[src/rtl/ir_pkg.sv]
// Shared NEC/IR definitions: event encodings, controller states, frame fields.
// The frame receiver can reuse the field indices and the validity check.
package ir_pkg;

    typedef enum logic [1:0] {
        EVT_PRESS   = 2'd0,
        EVT_HOLD    = 2'd1,
        EVT_RELEASE = 2'd2
    } evt_type_t;

    typedef enum logic [1:0] {
        ST_IDLE   = 2'd0,
        ST_HELD   = 2'd1,
        ST_SWITCH = 2'd2
    } state_t;

    localparam int ADDR_MSB  = 31;
    localparam int ADDR_LSB  = 24;
    localparam int ADDRN_MSB = 23;
    localparam int ADDRN_LSB = 16;
    localparam int CMD_MSB   = 15;
    localparam int CMD_LSB   = 8;
    localparam int CMDN_MSB  = 7;
    localparam int CMDN_LSB  = 0;

    localparam int EVT_W = 10;

    function automatic logic frame_ok(
        input logic [31:0] f,
        input logic        filt,
        input logic [7:0]  addr
    );
        logic [7:0] a;
        logic [7:0] an;
        logic [7:0] c;
        logic [7:0] cn;
        a  = f[ADDR_MSB:ADDR_LSB];
        an = f[ADDRN_MSB:ADDRN_LSB];
        c  = f[CMD_MSB:CMD_LSB];
        cn = f[CMDN_MSB:CMDN_LSB];
        return (a == ~an) && (c == ~cn) && (!filt || (a == addr));
    endfunction

endpackage

[src/rtl/ir_evt_fifo.sv]
// Synchronous event FIFO, power-of-2 depth, valid/ready pop.
// A push while full is only taken when a pop frees a slot the same cycle.
module ir_evt_fifo #(
    parameter int DEPTH = 4,
    parameter int W     = 10
) (
    input  logic         clk,
    input  logic         rst,
    input  logic         push,
    input  logic [W-1:0] push_data,
    output logic         full,
    output logic         pop_valid,
    input  logic         pop_ready,
    output logic [W-1:0] pop_data
);
    localparam int AW = $clog2(DEPTH);

    logic [W-1:0]  mem [DEPTH];
    logic [AW-1:0] wr_ptr;
    logic [AW-1:0] rd_ptr;
    logic [AW:0]   count;
    logic          pop;
    logic          wr;

    assign pop_valid = count != '0;
    assign full      = count == (AW+1)'(DEPTH);
    assign pop       = pop_valid && pop_ready;
    assign wr        = push && (!full || pop);
    assign pop_data  = mem[rd_ptr];

    always_ff @(posedge clk) begin
        if (rst) begin
            wr_ptr <= '0;
            rd_ptr <= '0;
            count  <= '0;
        end else begin
            if (wr)
                wr_ptr <= wr_ptr + 1'b1;
            if (pop)
                rd_ptr <= rd_ptr + 1'b1;
            case ({wr, pop})
                2'b10:   count <= count + 1'b1;
                2'b01:   count <= count - 1'b1;
                default: count <= count;
            endcase
        end
    end

    always_ff @(posedge clk) begin
        if (wr)
            mem[wr_ptr] <= push_data;
    end

endmodule

[src/rtl/ir_key_ctrl.sv]
// NEC key-event controller: validates frames, tracks the held key and
// emits PRESS/HOLD/RELEASE events into a small FIFO.
module ir_key_ctrl
    import ir_pkg::*;
#(
    parameter int         CLK_HZ         = 50_000_000,
    parameter int         RELEASE_MS     = 120,
    parameter int         HOLD_REPEATS   = 5,
    parameter int         HOLD_EVERY     = 2,
    parameter bit         ADDR_FILTER_EN = 1'b0,
    parameter logic [7:0] ADDR           = 8'h00,
    parameter int         FIFO_DEPTH     = 4
) (
    input  logic        clk,
    input  logic        rst,
    input  logic        frame_en,
    input  logic [31:0] frame_data,
    input  logic        repeat_en,
    output logic        evt_valid,
    input  logic        evt_ready,
    output logic [1:0]  evt_type,
    output logic [7:0]  evt_key,
    output logic        held,
    output logic [7:0]  held_key,
    output logic [7:0]  err_cnt,
    output logic [7:0]  drop_cnt
);
    localparam int PRESC = CLK_HZ / 1000;
    localparam int PW    = (PRESC > 1) ? $clog2(PRESC) : 1;
    localparam int MW    = $clog2(RELEASE_MS + 1);

    state_t      state;
    state_t      state_nx;
    logic [7:0]  key_q;
    logic [7:0]  key_nx;
    logic [7:0]  new_q;
    logic [7:0]  new_nx;
    logic [7:0]  rep_q;
    logic [7:0]  rep_nx;
    logic [7:0]  rep_inc;
    logic [7:0]  div_q;
    logic [7:0]  div_nx;
    logic [PW-1:0] presc;
    logic [MW-1:0] ms_cnt;

    logic        good;
    logic        bad;
    logic [7:0]  cmd;
    logic        timeout;
    logic        tmr_clr;
    logic        push;
    evt_type_t   push_type;
    logic [7:0]  push_key;
    logic        fifo_full;
    logic        accept;
    logic [EVT_W-1:0] head;

    assign good    = frame_ok(frame_data, ADDR_FILTER_EN, ADDR);
    assign bad     = frame_en && !good;
    assign cmd     = frame_data[CMD_MSB:CMD_LSB];
    assign timeout = ms_cnt == MW'(RELEASE_MS);
    assign rep_inc = (rep_q == 8'hFF) ? rep_q : rep_q + 8'd1;

    always_comb begin
        state_nx  = state;
        key_nx    = key_q;
        new_nx    = new_q;
        rep_nx    = rep_q;
        div_nx    = div_q;
        tmr_clr   = 1'b0;
        push      = 1'b0;
        push_type = EVT_PRESS;
        push_key  = key_q;
        unique case (state)
            ST_IDLE: begin
                tmr_clr = 1'b1;
                if (frame_en && good) begin
                    push     = 1'b1;
                    push_key = cmd;
                    key_nx   = cmd;
                    rep_nx   = '0;
                    div_nx   = '0;
                    state_nx = ST_HELD;
                end
            end
            ST_HELD: begin
                if (frame_en && good && cmd != key_q) begin
                    push      = 1'b1;
                    push_type = EVT_RELEASE;
                    new_nx    = cmd;
                    state_nx  = ST_SWITCH;
                end else if ((frame_en && good) || repeat_en) begin
                    // Same-key frame counts as a repeat of the held key
                    tmr_clr = 1'b1;
                    rep_nx  = rep_inc;
                    if (rep_q != 8'hFF && rep_inc == 8'(HOLD_REPEATS)) begin
                        push      = 1'b1;
                        push_type = EVT_HOLD;
                        div_nx    = '0;
                    end else if (rep_inc > 8'(HOLD_REPEATS)) begin
                        if (div_q + 8'd1 == 8'(HOLD_EVERY)) begin
                            push      = 1'b1;
                            push_type = EVT_HOLD;
                            div_nx    = '0;
                        end else begin
                            div_nx = div_q + 8'd1;
                        end
                    end
                end else if (timeout) begin
                    push      = 1'b1;
                    push_type = EVT_RELEASE;
                    key_nx    = '0;
                    state_nx  = ST_IDLE;
                end
            end
            ST_SWITCH: begin
                push     = 1'b1;
                push_key = new_q;
                key_nx   = new_q;
                rep_nx   = '0;
                div_nx   = '0;
                tmr_clr  = 1'b1;
                state_nx = ST_HELD;
            end
            default: state_nx = ST_IDLE;
        endcase
    end

    always_ff @(posedge clk) begin
        if (rst) begin
            state <= ST_IDLE;
            key_q <= '0;
            new_q <= '0;
            rep_q <= '0;
            div_q <= '0;
        end else begin
            state <= state_nx;
            key_q <= key_nx;
            new_q <= new_nx;
            rep_q <= rep_nx;
            div_q <= div_nx;
        end
    end

    // ms counter saturates at RELEASE_MS; only meaningful while HELD
    always_ff @(posedge clk) begin
        if (rst || tmr_clr) begin
            presc  <= '0;
            ms_cnt <= '0;
        end else if (presc == PW'(PRESC - 1)) begin
            presc <= '0;
            if (!timeout)
                ms_cnt <= ms_cnt + 1'b1;
        end else begin
            presc <= presc + 1'b1;
        end
    end

    always_ff @(posedge clk) begin
        if (rst) begin
            err_cnt  <= '0;
            drop_cnt <= '0;
        end else begin
            if (bad && err_cnt != 8'hFF)
                err_cnt <= err_cnt + 8'd1;
            if (push && !accept && drop_cnt != 8'hFF)
                drop_cnt <= drop_cnt + 8'd1;
        end
    end

    assign accept = !fifo_full || (evt_valid && evt_ready);

    ir_evt_fifo #(
        .DEPTH (FIFO_DEPTH),
        .W     (EVT_W)
    ) u_fifo (
        .clk       (clk),
        .rst       (rst),
        .push      (push),
        .push_data ({push_type, push_key}),
        .full      (fifo_full),
        .pop_valid (evt_valid),
        .pop_ready (evt_ready),
        .pop_data  (head)
    );

    assign evt_type = head[9:8];
    assign evt_key  = head[7:0];
    assign held     = state != ST_IDLE;
    assign held_key = key_q;

endmodule

[config.mk]
export PLATFORM = sky130hd
export DESIGN_NAME = ir_key_ctrl
export DESIGN_NICKNAME = d
export VERILOG_FILES = /design/src/rtl/ir_pkg.sv /design/src/rtl/ir_evt_fifo.sv /design/src/rtl/ir_key_ctrl.sv
export SDC_FILE = /design/constraint.sdc
export NUM_CORES = 1
export LEC_CHECK = 0
export CORE_MARGIN = 2
export CORE_UTILIZATION = 45
export DETAILED_ROUTE_END_ITERATION = 16
export PLACE_DENSITY = 0.7
export REMOVE_ABC_BUFFERS = 1
export SLEW_MARGIN = 10
export SYNTH_ARGS = -nofsm -noshare
export SYNTH_HDL_FRONTEND = slang
export SYNTH_HIERARCHICAL = 1
export SYNTH_SLANG_ARGS = --single-unit
export TNS_END_PERCENT = 10
[constraint.sdc]
create_clock -name clk -period 4.78 [get_ports clk]
set_clock_uncertainty 0.1 [all_clocks]
set_input_delay 1.434 -clock clk [delete_from_list [all_inputs] [get_ports clk]]
set_output_delay 1.434 -clock clk [all_outputs]
set_load 0.005 [all_outputs]
==> flow_metrics.tcl <==
set metrics [dict create \
    outcome "finished, final reports clean" \
    placementRows 43 \
    ant_nets 0 \
    critPathTopFamily "simple AND/OR/NAND/NOR gates" \
    dr.pass1.iters 6 \
    cts_tree "done" \
    fin_cells 908 \
    clkSinkCount 122 \
    diodes 0 \
    critical_path_class "in -> reg" \
    avgSynthCellArea_um2 10.1 \
    syn_inst 625 \
    grt_max_degree 26 \
    gp_congestion 0.944 \
    hp-start "presc[0]$_SDFF_PP0_" \
    hold_viol_final 0 \
    crit_fanout 5 \
    min_period_ns 4.55 \
    synth_top_cells_by_count "dfxtp_1 (82), nor2_1 (79), xnor2_1 (41), edfxtp_1 (40), nand2_1 (30)" \
    grt_first_pass_wirelength_um 22700 \
    yosysSeqAreaShare_pct 45.0 \
    reg2reg_slack_ns 1.00 \
    hpwl_um 10200 \
    io_buffers 72 \
    crit_path_cell_trace "clkdlybuf4s50_1 -> xnor2_1 -> nor4_1 -> and4_1 -> and2_4 -> o21ai_4 -> a2111oi_4 -> nor2_1 -> inv_2 -> nand2_1 -> fa_1 -> nor4_2 -> a31oi_1 -> mux2_1" \
    power_density_mw_per_mm2 307 \
    grt_pass1_vias 4805 \
    drive_gt1_share_pct 13.3 \
    synth.top_cell.area_share_pct 26.0 \
    core_mm2 0.0138 \
    max_slew_margin_pct 43.4 \
    io_pins 73 \
    area_growth_pct 26.2 \
    final_nets 770 \
    crit_path_end_kind "flip-flop" \
    viasPerCell 5.51 \
    cp_slowest_cell "clkdlybuf4s50_1" \
    synth_xor_area_share_pct 8.32 \
    cts_resized 0 \
    rsz0062_at_grt "false" \
    whs_endpoint "presc[0]$_SDFF_PP0_" \
    rr_worst_depth 14 \
    synth_flop_cell "dfxtp_1" \
    yosysMostFrequentCell "dfxtp_1" \
    grt-ovfl-total 0 \
    stdcell_area_mm2 0.00797 \
    irDropWorstVdd_uv 267 \
    synth.distinct_cells 69 \
    p_leak_uw 0.00296 \
    htree_num_levels 4 \
    synth.area.top_cells "dfxtp_1 (26%), edfxtp_1 (19%), xnor2_1 (5.7%)" \
    start_util_pct 45.9 \
    yosysWarnings 6 \
    yosys.area_share.simple_pct 19.4 \
    cts_hold_buf 0 \
    drtIter0Drc 370 \
    synthMuxAreaShare_pct 8.99 \
    yosys.area.top_type "dfxtp_1" \
    start_kind "input pin" \
    cp_num_buf_inv 2 \
    max_stage_delay_ns 0.60 \
    clockBufferDepth 2 \
    place_inst 876 \
    synth_fa_ha_area_share_pct 3.68 \
    grt_usage_pct 19.5 \
    die_h_um 122 \
    hold_path_class "reg -> reg" \
    clock_latency_ns 0.42 \
    placed_area_mm2 0.00737 \
    clkTransAtPathRegs_ns 0.06 \
    avgRoutedWirePerCell_um 15.6 \
    max_clock_freq_ghz 0.220 \
    async_flop_share_pct 0 \
    synth_top_family_by_area "simple AND/OR/NAND/NOR gates" \
    finalSetupViolations 0 \
    ys_seq_elements 122 \
    cts_root_buf "clkbuf_16" \
    vias 4999 \
    r2r-start "rep_q[1]$_SDFFE_PP0P_" \
    required_ns 4.98 \
    worstHoldPathCells 1 \
    cts-buffers-inserted 17 \
    drc 0 \
    post_cts_buffers 0 \
    post-route-period-util_pct 95.2 \
    max-cap-violations 0 \
    routed_wirelength_um 14200 \
    synth_edf_count 40 \
    cp.arrival_ns 4.75 \
    tightest_slew_ns 0.849 \
    maxSlewViolCount 0 \
    die_w_um 122 \
    die_area_mm2 0.0150 \
    synth-compound-area-share_pct 10.4 \
    syn_area_mm2 0.00632 \
    antenna_found_initial 0 \
    reg2reg_to "u_fifo/count[2]$_SDFFE_PP0P_" \
    fillers 1159 \
]
[cells in the final DEF, fill, tap and decap left out, types with 5 or more instances in the layout]
cell	count
and2_1	6
ha_1	17
dfxtp_1	82
or3_1	6
nor4_1	5
a31oi_1	8
nor3_1	10
a222oi_1	8
or2_2	5
mux4_2	10
nand3_1	21
clkdlybuf4s50_1	71
nor2b_1	7
nor2_1	79
clkbuf_16	17
xnor2_1	41
a211oi_1	6
buf_4	24
nand4_1	13
xor2_1	19
nand2_1	30
and3_1	17
a21oi_1	21
inv_1	29
mux2i_1	29
o21ai_0	19
or4_1	5
edfxtp_1	40
[area by class of cell]
type                    count  area (um2)  area share [%]
well taps                 180         225            2.82
repair buffers            100         976            12.2
inverters                  30         113            1.41
flip-flops and latches    122        2840            35.7
clock inverters            14         163            2.04
clock buffers              18         439            5.51
multi-input cells         444        3220            40.3
[through the flow]
step	hold WS [ns]	utilization [%]	power, uW	setup TNS [ns]	setup slack, ns
after floorplan	0.313	-	1120	0	0.0571
after global placement	0.322	53.5	1180	-4.45	-0.185
after detailed placement	0.337	53.5	1180	-5.58	-0.273
after CTS	0.344	57.8	2460	0	0.173
after global routing	0.355	57.9	2520	0	0.0110
final	0.338	57.9	2450	0	0.230
[worst max-delay path by stage]
stage | to | from | slack, ns | cells after the start
final | u_fifo/count[2]$_SDFFE_PP0P_ | frame_data[14] | 0.23 | 14
after global routing | u_fifo/count[2]$_SDFFE_PP0P_ | frame_data[14] | 0.01 | 14
after CTS | u_fifo/count[2]$_SDFFE_PP0P_ | frame_data[11] | 0.17 | 14
after detailed placement | u_fifo/count[2]$_SDFFE_PP0P_ | frame_data[11] | -0.27 | 14
after global placement | u_fifo/count[2]$_SDFFE_PP0P_ | frame_data[11] | -0.18 | 14
after floorplan | u_fifo/count[2]$_SDFFE_PP0P_ | frame_data[6] | 0.06 | 13
[per-layer routing]
layer | track usage (%) | routed length [um]
met1 | 24.6 | 6220
met2 | 31.2 | 6780
met3 | 5.99 | 901
met4 | 7.90 | 276
met5 | 0 | 0
[kinds of logic (layout without fill, tap and decap cells)]
logic type,count (synthesis),after routing
compound gates,90,90
xor+xnor,60,60
fa+ha+maj,18,18
buf+inv,59,162
flops,122,122
mux,43,43
simple gates,233,233
[registers in the layout, indices dropped and copies added, names as in the netlist, 8 cells and up, named ones only]
name	flops
held_key	8
u_fifo/mem	40
new_q	8
err_cnt	8
div_q	8
presc	16
drop_cnt	8
rep_q	8
[power by group]
part	internal, uW	switching [uW]
clock network	791	495
logic	52.5	40.4
registers	1070	2.34
Note: power is estimated with default switching activity, not from simulation.
